--- src/rtl/cc_addr_mux_pipe.sv ---
// Register-address mux stage feeding the decoder: per-channel IR/MIR select, one output
// register, and a short line of in-flight destinations used to flag read-after-write hazards.
module cc_addr_mux_pipe #(
    parameter int DATAWIDTH_DECODER_SELECTION = 6,
    parameter int DATAWIDTH_IR_SELECTION      = 5,
    parameter int CHANNELS                    = 3,
    parameter int WB_DEPTH                    = 2
) (
    input  logic                                            CC_ADDR_MUX_PIPE_CLOCK_50,
    input  logic                                            CC_ADDR_MUX_PIPE_RESET_InHigh,
    input  logic [CHANNELS*DATAWIDTH_DECODER_SELECTION-1:0] CC_ADDR_MUX_PIPE_MIR_FIELD,
    input  logic [CHANNELS*DATAWIDTH_IR_SELECTION-1:0]      CC_ADDR_MUX_PIPE_IR_FIELD,
    input  logic [CHANNELS-1:0]                             CC_ADDR_MUX_PIPE_SELECT,
    input  logic                                            CC_ADDR_MUX_PIPE_IN_VALID,
    input  logic                                            CC_ADDR_MUX_PIPE_STALL,
    output logic [CHANNELS*DATAWIDTH_DECODER_SELECTION-1:0] CC_ADDR_MUX_PIPE_TO_DECODER_OUT,
    output logic                                            CC_ADDR_MUX_PIPE_OUT_VALID,
    output logic [CHANNELS-2:0]                             CC_ADDR_MUX_PIPE_HAZARD
);

    localparam int DW = DATAWIDTH_DECODER_SELECTION;
    localparam int IW = DATAWIDTH_IR_SELECTION;
    localparam int NS = CHANNELS - 1;

    function automatic logic [DW-1:0] f_select(input logic sel, input logic [DW-1:0] mir,
                                               input logic [IW-1:0] ir);
        logic [DW-1:0] ext;
        ext = '0;
        ext[IW-1:0] = ir;
        return sel ? ext : mir;
    endfunction

    logic [CHANNELS*DW-1:0]         w_sel_p0;
    logic [CHANNELS*DW-1:0]         r_addr_p1;
    logic                           r_vld_p1;
    logic [WB_DEPTH-1:0]            r_pend_vld_p2;
    logic [WB_DEPTH-1:0][DW-1:0]    r_pend_addr_p2;
    logic [DW-1:0]                  w_dest_p1;
    logic [NS-1:0]                  w_hazard_p1;
    logic                           w_advance;

    // Stage 0: per-channel address selection
    always_comb begin
        w_sel_p0 = '0;
        for (int k = 0; k < CHANNELS; k++) begin
            w_sel_p0[k*DW +: DW] = f_select(CC_ADDR_MUX_PIPE_SELECT[k],
                                            CC_ADDR_MUX_PIPE_MIR_FIELD[k*DW +: DW],
                                            CC_ADDR_MUX_PIPE_IR_FIELD[k*IW +: IW]);
        end
    end

    assign w_advance = ~CC_ADDR_MUX_PIPE_STALL;
    assign w_dest_p1 = r_addr_p1[NS*DW +: DW];

    // Stage 1: output register; stage 2: destinations that have already left the output
    always_ff @(posedge CC_ADDR_MUX_PIPE_CLOCK_50) begin
        if (CC_ADDR_MUX_PIPE_RESET_InHigh) begin
            r_addr_p1      <= '0;
            r_vld_p1       <= 1'b0;
            r_pend_vld_p2  <= '0;
            r_pend_addr_p2 <= '0;
        end else if (w_advance) begin
            if (CC_ADDR_MUX_PIPE_IN_VALID) begin
                r_addr_p1 <= w_sel_p0;
            end
            r_vld_p1 <= CC_ADDR_MUX_PIPE_IN_VALID;
            for (int j = WB_DEPTH - 1; j > 0; j--) begin
                r_pend_vld_p2[j]  <= r_pend_vld_p2[j-1];
                r_pend_addr_p2[j] <= r_pend_addr_p2[j-1];
            end
            // Register 0 is hardwired, so writing it never creates a dependency
            r_pend_vld_p2[0]  <= r_vld_p1 && (w_dest_p1 != '0);
            r_pend_addr_p2[0] <= w_dest_p1;
        end
    end

    // The output's own destination is not in the pending line yet, so it cannot self-match
    always_comb begin
        w_hazard_p1 = '0;
        for (int i = 0; i < NS; i++) begin
            for (int j = 0; j < WB_DEPTH; j++) begin
                if (r_vld_p1 && (r_addr_p1[i*DW +: DW] != '0) && r_pend_vld_p2[j] &&
                    (r_pend_addr_p2[j] == r_addr_p1[i*DW +: DW])) begin
                    w_hazard_p1[i] = 1'b1;
                end
            end
        end
    end

    assign CC_ADDR_MUX_PIPE_TO_DECODER_OUT = r_addr_p1;
    assign CC_ADDR_MUX_PIPE_OUT_VALID      = r_vld_p1;
    assign CC_ADDR_MUX_PIPE_HAZARD         = w_hazard_p1;

endmodule

--- config.mk ---
export PLATFORM = sky130hd
export DESIGN_NAME = cc_addr_mux_pipe
export DESIGN_NICKNAME = d
export VERILOG_FILES = /design/src/rtl/cc_addr_mux_pipe.sv
export SDC_FILE = /design/constraint.sdc
export NUM_CORES = 1
export LEC_CHECK = 0
export CORE_UTILIZATION = 44
export DETAILED_ROUTE_END_ITERATION = 10
export DONT_BUFFER_PORTS = 1
export HOLD_SLACK_MARGIN = 0.1
export PLACE_DENSITY = 0.65
export SYNTH_ARGS = -nofsm -noshare
export SYNTH_HDL_FRONTEND = slang
export SYNTH_SLANG_ARGS = --single-unit
--- constraint.sdc ---
create_clock -name CC_ADDR_MUX_PIPE_CLOCK_50 -period 1.2 [get_ports CC_ADDR_MUX_PIPE_CLOCK_50]
set_input_delay 0.12 -clock CC_ADDR_MUX_PIPE_CLOCK_50 [delete_from_list [all_inputs] [get_ports CC_ADDR_MUX_PIPE_CLOCK_50]]
set_output_delay 0.12 -clock CC_ADDR_MUX_PIPE_CLOCK_50 [all_outputs]
set_load 0.1 [all_outputs]
After elaboration in Yosys (flattened, before gate mapping)
Cells that the tools add are included.

storage, ports and cells
  register bits after elaboration = 33
  input bits = 40
  output and inout bits = 21
  logic and storage cells = 32

operators by class
  eq/ne operators = 4
  mux-type cells = 7
  bitwise operators = 1
  reduce and logical (&&, ||, !) cells = 15

operators by type and width
  cell                 number
  6-bit equality test  4
  6-bit two-way mux    3
  6-bit nonzero test   3
  1-bit logical AND    11
  1-bit two-way mux    4
  2-bit AND reduction  1
  1-bit NOT            1

Depth between registers and ports, before layout
  word-level depth = 6
  mapped depth = 6
  gate-level depth less buffers = 4

Worst setup path after synthesis
No wires, ideal clock.

  kind = reg2out
  from = reg r_addr_p1[10], in the netlist CC_ADDR_MUX_PIPE_TO_DECODER_OUT[10]
  to = out CC_ADDR_MUX_PIPE_HAZARD[1]
  arrival time = 3.190 ns
  path slack = -2.110 ns
  stages on the path, launching flop included = 5
  buffers on the path = 0
  cells stage by stage = dfxtp_1 > xnor2_1 > nand4_1 > or4_1 > a21oi_1

on the way
  word-level cells in the longest chain between the ends = 6

ends and longest elaborated chain
  item                            line  RTL
  start: declaration              34    logic [CHANNELS*DW-1:0] r_addr_p1;
  start signal: assignment        64    r_addr_p1 <= w_sel_p0;
  6-bit nonzero test              82    if (r_vld_p1 && (r_addr_p1[i*DW +: DW] != '0) && r_pend_vld_p2[j] &&
  1-bit logical AND (3 in a row)  82
  1-bit two-way mux               82
  1-bit two-way mux (*)           82
  end: declaration                18    output logic [CHANNELS-2:0] CC_ADDR_MUX_PIPE_HAZARD

Mark *: on every way between the ends. The rest lies on a longest branch, timed or not.

Final worst setup path
  from = reg r_addr_p1[6], in the netlist CC_ADDR_MUX_PIPE_TO_DECODER_OUT[6]
  to = out CC_ADDR_MUX_PIPE_HAZARD[1]

Same word-level chain as after synthesis.

==> run_results.csv <==
group,metric,value,unit
global_route,grt_pass1_vias,1485,
pwr,power_density,1090,nW/um^2
flow_run,drv_cap,0,
sta,rsz0062_at_grt,"true",
floorplan,num_io_pins,61,
sta,fin_crit_sh,1.55,
sta,finalClockSkew,0.00251,ns
final_layout,finalInstanceArea,2500,sq um
sta,hold_ws,0.122,ns
placement,final_hpwl_dp,3040,um
placement,placement.cell_area,1980,sq um
clock_network,numClockSinks,33,
worst_setup_path,timing.critical_path.buf_inv,2,
synthesis,synthDistinctLibCells,19,
worst_setup_path,critical_path.max_stage_delay,0.54,ns
worst_setup_path,cp_slowest_cell,"sky130_fd_sc_hd__or4_4",
pwr,vdd_drop_max,818,uV
routing,drt_first_pass_iters,4,
routing,totalWireLength,4590,um
final_layout,area_delta_synth_final,54.2,%
synthesis,synthesis.area,1620,sq um
routing,drt-vias-per-instance,5.25,
synthesis,synth.net_count,213,
worst_setup_path,critical_path_required,1.08,ns
global_route,grt.total_usage,0.246,
final_layout,layout-drive-gt1-share,0.340,
sta,max_slew_margin,0.663,
synthesis,ys.warnings.count,0,
worst_setup_path,crit_path_end_kind,"output pin",
routing,ant_nets,0,
synthesis,synthesis.instances,173,
final_layout,n_antenna_cell,0,
global_route,grt.overflow.total,0,
run_status,violations_in_the_final_reports,"setup timing",
routing,routed_wirelength_normalized_by_instance_count,16.3,um
synthesis,synth_seq_area_share,0.407,
clock_network,clock_latency_on_the_worst_skew_pair,0.27,ns
clock_network,cts_root_buffer,"sky130_fd_sc_hd__clkbuf_8",
clock_network,cts_tree,"yes",
floorplan,start_util,0.471,
synthesis,synthesis.area_per_instance,9.37,sq um
worst_setup_path,path_max_fanout,4,
clock_network,numCtsBuffers,5,
global_route,grt_pass1_wl,7330,um
synthesis,synth-seq-cells,33,
floorplan,fp.coreArea,3440,sq um
placement,placement.io_buffers,0,
clock_network,cts_buffer_depth,2,
sta,layout_setup_ws,-0.663,ns
floorplan,die_area,3930,sq um
hold_path,hold_path_class,"input pin to register",
clock_network,cts.clk_slew.worst_paths,0.06,ns
global_route,grt_max_degree,34,
floorplan,chipWidth,62.7,um
floorplan,num_rows,21,
sta,final_max_slew_viol_count,0,
sta,finalHoldViolations,0,
routing,post-route-drc-count,0,
worst_setup_path,setup.worst_path.start_class,"register",
worst_setup_path,timing_worst_setup_path_type,"register to output pin",
placement,gp_congestion,0.808,
clock_network,number_of_h_tree_branching_levels,2,
run_status,outcome,"complete, but fails checks",
floorplan,floorplan.die.height,62.7,um
routing,detailroute.via_count,1475,
worst_setup_path,critical_path.top_delay_family,"simple AND/OR/NAND/NOR gates",
worst_setup_path,worst-endpoint-arrival,1.74,ns
sta,setup_viol_count_final,3,
routing,dr.first_iter.drc_count,48,
pwr,leakage_dissipation,0.00105,uW
sta,achievable-frequency,537,MHz
worst_setup_path,critical_path.cell_chain,"or4_4, o31ai_4, buf_6, a21oi_4, buf_12",
global_route,grt_antenna_before_repair,0,
sta,timing.final.crit_period,1.86,ns
final_layout,finish.net_count,274,
sta,max_slew.worst_pin.slew,0.505,ns
==> layout by cell type, fill, tap and decap left out <==
cell type,count
sky130_fd_sc_hd__clkbuf_1,3
sky130_fd_sc_hd__dlygate4sd3_1,33
sky130_fd_sc_hd__dfxtp_4,15
sky130_fd_sc_hd__dfxtp_2,11
sky130_fd_sc_hd__nor2b_2,1
sky130_fd_sc_hd__or4_1,1
sky130_fd_sc_hd__xnor2_2,4
sky130_fd_sc_hd__clkbuf_2,1
sky130_fd_sc_hd__nand2_1,6
sky130_fd_sc_hd__o31ai_1,1
sky130_fd_sc_hd__a211oi_1,15
sky130_fd_sc_hd__inv_1,1
sky130_fd_sc_hd__nand3b_1,3
sky130_fd_sc_hd__buf_4,29
sky130_fd_sc_hd__buf_6,1
sky130_fd_sc_hd__clkbuf_8,5
sky130_fd_sc_hd__xor2_1,12
sky130_fd_sc_hd__mux2i_1,28
sky130_fd_sc_hd__a21oi_4,2
sky130_fd_sc_hd__or4_4,6
sky130_fd_sc_hd__buf_12,3
sky130_fd_sc_hd__dfxtp_1,7
sky130_fd_sc_hd__o311ai_4,1
sky130_fd_sc_hd__nand4_1,4
sky130_fd_sc_hd__o31ai_4,1
sky130_fd_sc_hd__nor2_1,28
sky130_fd_sc_hd__a21oi_1,5
sky130_fd_sc_hd__xnor2_1,8
==> final timing paths <==
check	startpoint	to	slack [ns]	cells past startpoint
setup / recovery	CC_ADDR_MUX_PIPE_TO_DECODER_OUT[6]$_SDFFE_PP0P_	CC_ADDR_MUX_PIPE_HAZARD[1]	-0.66	5
hold / removal	CC_ADDR_MUX_PIPE_IR_FIELD[1]	CC_ADDR_MUX_PIPE_TO_DECODER_OUT[1]$_SDFFE_PP0P_	0.12	2
setup reg to reg	CC_ADDR_MUX_PIPE_TO_DECODER_OUT[12]$_SDFFE_PP0P_	r_pend_vld_p2[0]$_SDFFE_PP0N_	-0.09	3
hold reg to reg	CC_ADDR_MUX_PIPE_TO_DECODER_OUT[17]$_SDFFE_PP0P_	CC_ADDR_MUX_PIPE_TO_DECODER_OUT[17]$_SDFFE_PP0P_	0.52	2
==> repair_timing <==
action	in CTS	in global routing
resized for setup	11	10
hold endpoints to repair	33	0
setup endpoints to repair	3	20
hold buffers	35	0
pin swaps	1	1
setup buffers	0	0
==> synthesized netlist by cell type <==
| master | number | area share |
|---|---|---|
| sky130_fd_sc_hd__clkbuf_1 | 4 | 0.0093 |
| sky130_fd_sc_hd__a21oi_1 | 7 | 0.022 |
| sky130_fd_sc_hd__nor2b_1 | 1 | 0.0039 |
| sky130_fd_sc_hd__buf_1 | 3 | 0.0069 |
| sky130_fd_sc_hd__a211oi_1 | 15 | 0.069 |
| sky130_fd_sc_hd__or4_1 | 7 | 0.032 |
| sky130_fd_sc_hd__nor2_1 | 28 | 0.065 |
| sky130_fd_sc_hd__o31ai_1 | 2 | 0.0093 |
| sky130_fd_sc_hd__nand2_1 | 6 | 0.014 |
| sky130_fd_sc_hd__dfxtp_1 | 33 | 0.41 |
| sky130_fd_sc_hd__buf_2 | 4 | 0.012 |
| sky130_fd_sc_hd__o311ai_1 | 1 | 0.0054 |
| sky130_fd_sc_hd__mux2i_1 | 28 | 0.17 |
| sky130_fd_sc_hd__nand3b_1 | 3 | 0.014 |
| sky130_fd_sc_hd__buf_4 | 2 | 0.0093 |
| sky130_fd_sc_hd__inv_1 | 1 | 0.0023 |
| sky130_fd_sc_hd__xnor2_1 | 12 | 0.065 |
| sky130_fd_sc_hd__nand4_1 | 4 | 0.015 |
| sky130_fd_sc_hd__xor2_1 | 12 | 0.065 |
==> logic make-up (layout without fill, tap and decap cells) <==
logic type | after synthesis | count (layout) | synth area share
and+or+nand+nor | 49 | 49 | 0.144
DFF | 33 | 33 | 0.407
muxes | 28 | 28 | 0.173
AOI/OAI and AO/OA | 25 | 25 | 0.106
xor gates and xnor gates | 24 | 24 | 0.130
buffers and inverters | 14 | 76 | 0.0401
==> registers in the layout, summed over array words and instances, names as in the netlist <==
signal and flops:
r_pend_vld_p2 2, r_pend_addr_p2 12, CC_ADDR_MUX_PIPE_OUT_VALID 1, CC_ADDR_MUX_PIPE_TO_DECODER_OUT 18
==> worst register-to-register path, delay by kind of cell (launching register included) <==
| kind | cells | cell delay (ns) |
|---|---|---|
| simple gates | 1 | 0.54 |
| compound gates | 2 | 0.30 |
| flops | 1 | 0.34 |
==> report_power, final <==
| part | internal (uW) | switching [uW] |
|---|---|---|
| clock network | 411 | 360 |
| registers | 1140 | 69.3 |
| logic | 280 | 474 |
==> through the flow <==
step | util | worst slack [ns] | TNS, ns | total power (uW) | instances
after floorplan | - | -0.724 | -1.65 | 1720 | 173
after global placement | 0.577 | -0.353 | -0.788 | 1800 | 238
after detailed placement | 0.577 | -0.383 | -0.835 | 1810 | 238
after CTS | 0.716 | -0.643 | -6.07 | 2720 | 281
after global routing | 0.727 | -0.700 | -1.50 | 2850 | 281
final | 0.727 | -0.663 | -1.40 | 2730 | 281
==> routing by layer <==
| metal | wire length [um] | vias to the layer above | track usage |
|---|---|---|---|
| met4 | 99 | 0 | 0.0988 |
| met2 | 2430 | 54 | 0.451 |
| li1 | - | 742 | - |
| met5 | 0 | - | 0 |
| met3 | 216 | 11 | 0.0584 |
| met1 | 1840 | 668 | 0.270 |
==> area by class of cell <==
| type | instances | area [sq um] |
|---|---|---|
| Clock buffer | 8 | 80.1 |
| Fill cell | 245 | 941 |
| Inverter | 1 | 3.75 |
| Multi-Input combinational cell | 126 | 1000 |
| Sequential cell | 33 | 731 |
| Tap cell | 46 | 57.6 |
| Timing Repair Buffer | 67 | 624 |
No activity file was read; power rests on OpenSTA's default activity.
